`src/rtl/ysyx_24110006_pkg.sv`:
```
// Shared definitions for the register scoreboard: RV32 major-opcode classes
// (instruction bits [6:2]) and the default limit on outstanding writers.
package ysyx_24110006_pkg;

   localparam int SB_MAX_INFLIGHT = 4;

   typedef enum logic [4:0] {
      OPC_LOAD   = 5'b00000,
      OPC_FENCE  = 5'b00011,
      OPC_OP_IMM = 5'b00100,
      OPC_AUIPC  = 5'b00101,
      OPC_STORE  = 5'b01000,
      OPC_OP     = 5'b01100,
      OPC_LUI    = 5'b01101,
      OPC_BRANCH = 5'b11000,
      OPC_JALR   = 5'b11001,
      OPC_JAL    = 5'b11011,
      OPC_SYSTEM = 5'b11100
   } opclass_e;

   typedef struct packed {
      logic rs1;
      logic rs2;
   } src_use_t;

endpackage

```
`src/rtl/ysyx_24110006_scoreboard_cnt.sv`:
```
// Two-bit pending-writer counter for one architectural register.
// Clear wins; a simultaneous increment and decrement cancel out.
module ysyx_24110006_SB_CNT (
   input  logic       clock,
   input  logic       reset_n,
   input  logic       i_inc,
   input  logic       i_dec,
   input  logic       i_clr,
   output logic [1:0] o_cnt
);

   logic [1:0] r_cnt;

   always_ff @(posedge clock or negedge reset_n) begin
      if (!reset_n) begin
         r_cnt <= 2'd0;
      end else if (i_clr) begin
         r_cnt <= 2'd0;
      end else if (i_inc && !i_dec && r_cnt != 2'd3) begin
         r_cnt <= r_cnt + 2'd1;
      end else if (i_dec && !i_inc && r_cnt != 2'd0) begin
         r_cnt <= r_cnt - 2'd1;
      end
   end

   assign o_cnt = r_cnt;

endmodule

```
`src/rtl/ysyx_24110006_scoreboard.sv`:
```
// Register scoreboard: tracks outstanding writers per register, stalls issue
// on pending sources and limits the total number of writers in flight.
module ysyx_24110006_scoreboard
   import ysyx_24110006_pkg::*;
#(
   parameter int NR_REG       = 16,
   parameter int MAX_INFLIGHT = SB_MAX_INFLIGHT
) (
   input  logic              clock,
   input  logic              reset_n,
   input  logic              i_issue_valid,
   output logic              o_issue_ready,
   input  logic [6:0]        i_op,
   input  logic [4:0]        i_rs1,
   input  logic [4:0]        i_rs2,
   input  logic [4:0]        i_rd,
   input  logic              i_wen,
   input  logic              i_wb_valid,
   input  logic [4:0]        i_wb_rd,
   input  logic              i_flush,
   output logic              o_stall,
   output logic [2:0]        o_inflight,
   output logic [NR_REG-1:0] o_busy
);

   localparam int IW = $clog2(NR_REG);

   logic [IW-1:0]     w_rs1Idx;
   logic [IW-1:0]     w_rs2Idx;
   logic [IW-1:0]     w_rdIdx;
   logic [IW-1:0]     w_wbIdx;
   logic [1:0]        w_cnt [NR_REG];
   logic [NR_REG-1:1] w_inc;
   logic [NR_REG-1:1] w_dec;
   src_use_t          w_use;
   logic              w_wrBlock;
   logic              w_fire;
   logic              w_incFire;
   logic              w_wbReq;
   logic              w_sameRd;
   logic              w_decFire;
   logic [2:0]        r_inflight;
   logic              w_unused_bits;

   assign w_rs1Idx = i_rs1[IW-1:0];
   assign w_rs2Idx = i_rs2[IW-1:0];
   assign w_rdIdx  = i_rd[IW-1:0];
   assign w_wbIdx  = i_wb_rd[IW-1:0];
   assign w_unused_bits = ^{i_op[1:0], i_rs1, i_rs2, i_rd, i_wb_rd};

   always_comb begin
      w_use = '0;
      case (i_op[6:2])
         OPC_JALR, OPC_OP_IMM, OPC_LOAD, OPC_SYSTEM: begin
            w_use.rs1 = 1'b1;
         end
         OPC_BRANCH, OPC_STORE, OPC_OP: begin
            w_use.rs1 = 1'b1;
            w_use.rs2 = 1'b1;
         end
         default: begin
            w_use = '0;
         end
      endcase
   end

   // Hazard checks use the counters as they stand before the edge, so a
   // retire in the same cycle never releases a stall early.
   always_comb begin
      o_stall = i_issue_valid &&
                ((w_use.rs1 && w_rs1Idx != '0 && w_cnt[w_rs1Idx] != 2'd0) ||
                 (w_use.rs2 && w_rs2Idx != '0 && w_cnt[w_rs2Idx] != 2'd0));
      w_wrBlock = i_wen && w_rdIdx != '0 &&
                  (w_cnt[w_rdIdx] == 2'd3 || r_inflight == 3'(MAX_INFLIGHT));
   end

   assign o_issue_ready = reset_n && !o_stall && !w_wrBlock && !i_flush;
   assign w_fire        = i_issue_valid && o_issue_ready;
   assign w_incFire     = w_fire && i_wen && w_rdIdx != '0;
   assign w_wbReq       = i_wb_valid && w_wbIdx != '0;
   assign w_sameRd      = w_incFire && w_wbReq && w_rdIdx == w_wbIdx;
   assign w_decFire     = w_wbReq && (w_cnt[w_wbIdx] != 2'd0 || w_sameRd);

   assign w_cnt[0]  = 2'd0;
   assign o_busy[0] = 1'b0;

   for (genvar r = 1; r < NR_REG; r++) begin : g_cnt
      assign w_inc[r] = w_incFire && w_rdIdx == IW'(r);
      assign w_dec[r] = w_wbReq && w_wbIdx == IW'(r);

      ysyx_24110006_SB_CNT u_cnt (
         .clock   (clock),
         .reset_n (reset_n),
         .i_inc   (w_inc[r]),
         .i_dec   (w_dec[r]),
         .i_clr   (i_flush),
         .o_cnt   (w_cnt[r])
      );

      assign o_busy[r] = (w_cnt[r] != 2'd0);
   end

   // Mirrors the sum of the counters: an issue and a retire cancel out.
   always_ff @(posedge clock or negedge reset_n) begin
      if (!reset_n) begin
         r_inflight <= 3'd0;
      end else if (i_flush) begin
         r_inflight <= 3'd0;
      end else if (w_incFire && !w_decFire) begin
         r_inflight <= r_inflight + 3'd1;
      end else if (w_decFire && !w_incFire) begin
         r_inflight <= r_inflight - 3'd1;
      end
   end

   assign o_inflight = r_inflight;

endmodule
```
`config.mk`:
```
export PLATFORM = sky130hd
export DESIGN_NAME = ysyx_24110006_scoreboard
export DESIGN_NICKNAME = d
export VERILOG_FILES = /design/src/rtl/ysyx_24110006_pkg.sv /design/src/rtl/ysyx_24110006_scoreboard_cnt.sv /design/src/rtl/ysyx_24110006_scoreboard.sv
export SDC_FILE = /design/constraint.sdc
export NUM_CORES = 1
export LEC_CHECK = 0
export CORE_ASPECT_RATIO = 2
export CORE_MARGIN = 8
export CORE_UTILIZATION = 55
export DETAILED_ROUTE_END_ITERATION = 16
export GPL_ROUTABILITY_DRIVEN = 0
export PLACE_DENSITY = 0.82
export RECOVER_POWER = 50
export SLEW_MARGIN = 10
export SYNTH_ARGS = -nofsm -noshare
export SYNTH_HDL_FRONTEND = slang
export SYNTH_HIERARCHICAL = 1
export SYNTH_SLANG_ARGS = --single-unit
```
`constraint.sdc`:
```
create_clock -name clock -period 9.05 [get_ports clock]
set_input_delay 2.2625 -clock clock [delete_from_list [all_inputs] [get_ports clock]]
set_output_delay 2.2625 -clock clock [all_outputs]
set_load 0.01 [all_outputs]
```
# [After elaboration in Yosys (flattened, before gate mapping)]
# Index checks and enable logic that the tools add are counted.
[totals] regBits=33 in_bits=33 output_inout_bits=21 word_cells=360
[classes] n_addsub=32 order_cmp=4 eq_ne=54 n_mux=62 bitwise=4 n_reduce_logical=188
[ops] cell="logical AND 1 bit" count=109
[ops] cell="two-way mux 2 bit" count=53
[ops] cell="equality test 4 bit, second input constant" count=16
[ops] cell="nonzero test 3 bit" count=16
[ops] cell="nonzero test 2 bit" count=18
[ops] cell="zero test 1 bit" count=35
[ops] cell="binary-select mux 2 bit (select 4 bit)" count=4
[ops] cell="equality test 4 x 3 -> 1 bit, second input constant" count=8
[ops] cell="adder 2 x 1 -> 2 bit, second input constant" count=15
[ops] cell="!= test 2 bit, second input constant" count=15
[ops] cell="subtractor 2 x 1 -> 2 bit, second input constant" count=15
[ops] cell="greater-or-equal comparator 5 bit, second input constant" count=4
[ops] cell="NOT 4 -> 5 bit" count=4
[ops] cell="equality test 4 x 2 -> 1 bit, second input constant" count=4
[ops] cell="nonzero test 4 bit" count=4
[ops] cell="equality test 5 bit, second input constant" count=3
[ops] cell="equality test 5 x 4 -> 1 bit, second input constant" count=2
[ops] cell="two-way mux 3 bit" count=3
[ops] cell="equality test 4 x 1 -> 1 bit, second input constant" count=2
[ops] cell="OR reduction 7 bit" count=1
[ops] cell="equality test 5 x 3 -> 1 bit, second input constant" count=1
[ops] cell="zero test 5 bit" count=1
[ops] cell="equality test 4 bit" count=1
[ops] cell="adder 3 x 1 -> 3 bit, second input constant" count=1
[ops] cell="6 further kinds" count=9

# [Longest topological paths before layout]
[logic_depth] depth_word=23 ltp_mapped=12 depth_no_buf=12

# [Modules after synthesis]
# The synthesis kept the hierarchy.
[modules_own_cells] module="ysyx_24110006_SB_CNT" instances=15 cells_per_inst=12 area_per_inst_um2=120.1 seq_area_each_um2=50.0
[modules_own_cells] module="ysyx_24110006_scoreboard" instances=1 cells_per_inst=201 area_per_inst_um2=1350.0 seq_area_each_um2=75.1

# [Least setup slack after synthesis]
# Ideal clock, no wire load.
[synth_path] kind="input-to-output" start="input i_rs1[1]" end="output o_issue_ready" arrival_ps=4087 required_ps=6787 path_slack_ps=2701 path_stages=7 path_buffers=1 path_cell_list="clkbuf_1 nor3_1 a21oi_1 mux4_2 a22o_1 o21a_1 nor4b_1"
[synth_via] elab_chain_len=12 word_cells_on_any_way=14 classes_between="mux: 3; bitwise: 1; reduce/logical: 10"
[synth_lines] element="start, declared" line_no="ysyx_24110006_scoreboard.sv:14" text="input logic [4:0] i_rs1,"
[synth_lines] element="NOT 4 -> 5 bit (not written as such)" line_no="ysyx_24110006_scoreboard.sv:71" text="((w_use.rs1 && w_rs1Idx != '0 && w_cnt[w_rs1Idx] != 2'd0) ||"
[synth_lines] element="binary-select mux 2 bit (select 4 bit)" line_no="ysyx_24110006_scoreboard.sv:71"
[synth_lines] element="two-way mux 2 bit (not written as such) (2 in a row)" line_no="ysyx_24110006_scoreboard.sv:71"
[synth_lines] element="nonzero test 2 bit" line_no="ysyx_24110006_scoreboard.sv:71"
[synth_lines] element="logical AND 1 bit *" line_no="ysyx_24110006_scoreboard.sv:71"
[synth_lines] element="logical OR 1 bit *" line_no="ysyx_24110006_scoreboard.sv:71"
[synth_lines] element="logical AND 1 bit *" line_no="ysyx_24110006_scoreboard.sv:70" text="o_stall = i_issue_valid &&"
[synth_lines] element="net o_stall" line_no="ysyx_24110006_scoreboard.sv:21" text="output logic o_stall,"
[synth_lines] element="zero test 1 bit *" line_no="ysyx_24110006_scoreboard.sv:77" text="assign o_issue_ready = reset_n && !o_stall && !w_wrBlock && !i_flush;"
[synth_lines] element="logical AND 1 bit * (3 in a row)" line_no="ysyx_24110006_scoreboard.sv:77"
[synth_lines] element="end, declared" line_no="ysyx_24110006_scoreboard.sv:12" text="output logic o_issue_ready,"
# The timed path passes the listed nets; every way through them passes the cells marked *. The select of a mux whose other input is x is not followed.

# [Worst setup path in the final report]
[layout_path] start="input i_rd[1]" end="output o_issue_ready"
[layout_via] elab_chain_len=10 word_cells_on_any_way=12 classes_between="eq/ne: 1; mux: 3; bitwise: 1; reduce/logical: 7"
[layout_lines] element="start, declared" line_no="ysyx_24110006_scoreboard.sv:16" text="input logic [4:0] i_rd,"
[layout_lines] element="NOT 4 -> 5 bit (not written as such)" line_no="ysyx_24110006_scoreboard.sv:74" text="(w_cnt[w_rdIdx] == 2'd3 || r_inflight == 3'(MAX_INFLIGHT));"
[layout_lines] element="binary-select mux 2 bit (select 4 bit)" line_no="ysyx_24110006_scoreboard.sv:74"
[layout_lines] element="two-way mux 2 bit (not written as such) (2 in a row)" line_no="ysyx_24110006_scoreboard.sv:74"
[layout_lines] element="equality test 2 bit" line_no="ysyx_24110006_scoreboard.sv:74"
[layout_lines] element="logical OR 1 bit" line_no="ysyx_24110006_scoreboard.sv:74"
[layout_lines] element="logical AND 1 bit *" line_no="ysyx_24110006_scoreboard.sv:73" text="w_wrBlock = i_wen && w_rdIdx != '0 &&"
[layout_lines] element="zero test 1 bit *" line_no="ysyx_24110006_scoreboard.sv:77"
[layout_lines] element="logical AND 1 bit * (2 in a row)" line_no="ysyx_24110006_scoreboard.sv:77"
# Every way passes the cells marked *; elsewhere a longest branch is shown, timed or not. The select of a mux whose other input is x is not followed.

==> qor.yml <==
run_status: "complete, but fails checks"
violations: "capacitance limit, slew limit"
insertion_delay_to_the_later_sink_of_the_worst_skew_pair_ps: 290
main_combinational_cell_family_by_area_after_synthesis: "simple AND/OR/NAND/NOR gates"
drt-pass1-iter-count: 5
syn_to_final_growth_pct: 20.6
die_y_um: 123
timing.final.setup_violations: 0
synth_cells: 381
finalCoreUtilization: 0.677
grt_start_max_net_pins: 39
crit_path_dat_ps: 5310
fillerInstances: 464
drc: 0
async_reset_ff_frac: 1.00
worst_ep_required_time_ps: 6790
globalRoute.totalOverflow: 0
ys_warn_count: 6
power.ir.vdd_worst_uv: 139
design.portCount: 54
synth-compound-area-share: 0.231
cts_buffers: 5
period_needed_ps: 7580
cts_tree: "built"
num_vias: 3127
critPathLaunchType: "input pin"
relSlewSlack: -0.316
yosys-top-cells-area: "sky130_fd_sc_hd__dfrtp_1, sky130_fd_sc_hd__a221oi_2, sky130_fd_sc_hd__nor2_1"
synth_simple_gate_area_share: 0.374
finalHoldViolCount: 0
synth_cell_types: 55
adder_and_majority_cell_fraction_of_the_synthesized_area: 0.00635
syn_nets: 415
hold_buffers: 0
drive_above_1_share: 0.157
worst-slew-pin-transition_ps: 1970
wl_per_cell_um: 19.2
drt.antenna.violating_nets: 0
most_frequently_used_flop_master_after_synthesis: "sky130_fd_sc_hd__dfrtp_1"
cts-resized-gates: 0
multi_input_comb_area_um2: 2240
synth_top_cell_area_share: 0.262
postLayoutCellArea_um2: 3800
cts_post_setup_buffers_inserted: 0
final.setup_skew_ps: 5.02
syn-cell-area_um2: 3150
grt_first_pass_wirelength_um: 15600
power_per_cell_area_nw_per_um2: 101
synth_xor_area_frac: 0.0111
detailedPlacementHpwl_um: 7100
hp-class: "reg2reg"
clock-sinks: 33
post_dp_cell_area_um2: 3660
cts.htree.levels: 2
design.die.area_um2: 8560
drtIter0Drc: 219
grtUsageTotal: 0.223
fraction_of_the_cycle_the_final_worst_path_needs: 0.837
synth_most_common_cell: "sky130_fd_sc_hd__nor2_1"
vias_per_cell: 6.42
die_width_um: 69.5
p_total_mw: 0.384
sequential_cell_area_um2: 826
dp_slack_ps: 1570
proportion_of_synthesized_chip_area_in_sequential_cells: 0.262
start_util: 0.562
maxCapViolCount: 1
final-max-slew-violation-count: 36
post_synth_most_frequent_cells: "sky130_fd_sc_hd__nor2_1, sky130_fd_sc_hd__dfrtp_1, sky130_fd_sc_hd__nand2_1, sky130_fd_sc_hd__o21ai_0"
cellLeakagePower_nw: 1.44
worst-setup-path-type: "in2out"
antenna_found_initial: 0
count_of_input_and_output_buffers: 46
grt_pass1_vias: 3263
yosys-mux-area-fraction: 0.0854
final_critical_path_setup_slack_ps: 1470
cts.clk_slew.worst_paths_ps: 50
number_of_synthesized_flops_with_an_enable_pin: 0
root_buffer: "sky130_fd_sc_hd__clkbuf_16"
clk_path_buf_depth: 2
fin_tns_setup_ps: 0
yosys_register_bits: 33
setup.worst_path.end_class: "output pin"
syn_avg_cell_area_um2: 8.27
rsz0062_at_grt: "false"
drt-total-wl_um: 9330
fmax_mhz: 132
finish.net_count: 460
std_cell_rows: 39
synth_largest_area_cell: "sky130_fd_sc_hd__dfrtp_1"
antenna_cells: 0
critical_path_peak_fanout: 20
floorplan.core_area_um2: 5610
## worst paths after layout
kind                                          startpoint                       end  slack [ps]  cells past startpoint
max in group asynchronous                        reset_n   g_cnt[4].u_cnt/o_cnt[0]        4830                      2
worst max register to register  g_cnt[14].u_cnt/o_cnt[0]   g_cnt[2].u_cnt/o_cnt[1]        5640                      9
worst min register to register  g_cnt[14].u_cnt/o_cnt[1]  g_cnt[14].u_cnt/o_cnt[1]         590                      2
min in group asynchronous                        reset_n  g_cnt[15].u_cnt/o_cnt[1]        3070                      2
worst max-delay path                             i_rd[1]             o_issue_ready        1470                      8
worst min-delay path            g_cnt[14].u_cnt/o_cnt[1]  g_cnt[14].u_cnt/o_cnt[1]         590                      2
## worst max-delay path, stage by stage
cell	delay, ps
sky130_fd_sc_hd__clkdlybuf4s50_1	950
sky130_fd_sc_hd__o21ai_0	250
sky130_fd_sc_hd__mux4_2	540
sky130_fd_sc_hd__mux2_2	330
sky130_fd_sc_hd__nor2_1	100
sky130_fd_sc_hd__nor2_1	50
sky130_fd_sc_hd__nor4b_1	250
sky130_fd_sc_hd__clkdlybuf4s50_1	590
## area by class of cell
| class | count | area share |
|---|---|---|
| multi-input combinational | 325 | 0.588 |
| sequential | 33 | 0.217 |
| timing repair buffer | 48 | 0.124 |
| clock buffer | 7 | 0.0375 |
| tap | 61 | 0.0201 |
| inverter | 13 | 0.0128 |
## metal layers
| layer | share of wire | track usage | up-vias |
|---|---|---|---|
| li1 | - | - | 1468 |
| met5 | 0 | 0 | - |
| met2 | 0.49 | 0.377 | 160 |
| met4 | 0.039 | 0.125 | 0 |
| met1 | 0.40 | 0.259 | 1467 |
| met3 | 0.067 | 0.0426 | 32 |
## layout by cell type, fill, tap and decap left out, drive strengths merged, types with 2 or more instances in the layout
master / n
xor2: 4
nand2b: 37
nor3b: 3
and2: 3
a21oi: 20
clkbuf: 8
nand3: 5
nand4b: 3
inv: 13
o21ai: 39
nor3: 15
nor4: 3
clkdlybuf4s50: 35
nand4: 2
dlygate4sd3: 11
mux4: 6
and4b: 2
o211ai: 2
mux2: 8
nor2: 56
a221oi: 15
nand2: 26
dfrtp: 33
nor2b: 22
or2: 8
nand3b: 20
mux2i: 4
## registers in the layout, indices dropped and copies added, names as in the netlist
| signal | count |
|---|---|
| o_inflight | 3 |
| g_cnt.u_cnt/o_cnt | 30 |
## per-stage QoR
step / std cells / hold WS, ps
global route: 487 / 622
CTS: 487 / 588
detailed placement: 480 / 581
finish: 487 / 589
floorplan: 381 / 542
global placement: 480 / 567
## cells by family after synthesis
family / count (synthesis)
buffers and inverters: 23
other: 1
and+or+nand+nor: 209
AOI/OAI and AO/OA: 92
adders and majority gates: 1
muxes: 18
xor gates and xnor gates: 4
DFF: 33
## report_power, final
group | leakage [nW] | total, mW | switching [mW] | internal [mW]
Clock | 0.0700 | 0.170 | 0.0622 | 0.108
Combinational | 0.907 | 0.0637 | 0.0362 | 0.0275
Sequential | 0.460 | 0.150 | 0.00104 | 0.149
No activity file was read; power rests on OpenSTA's default activity.
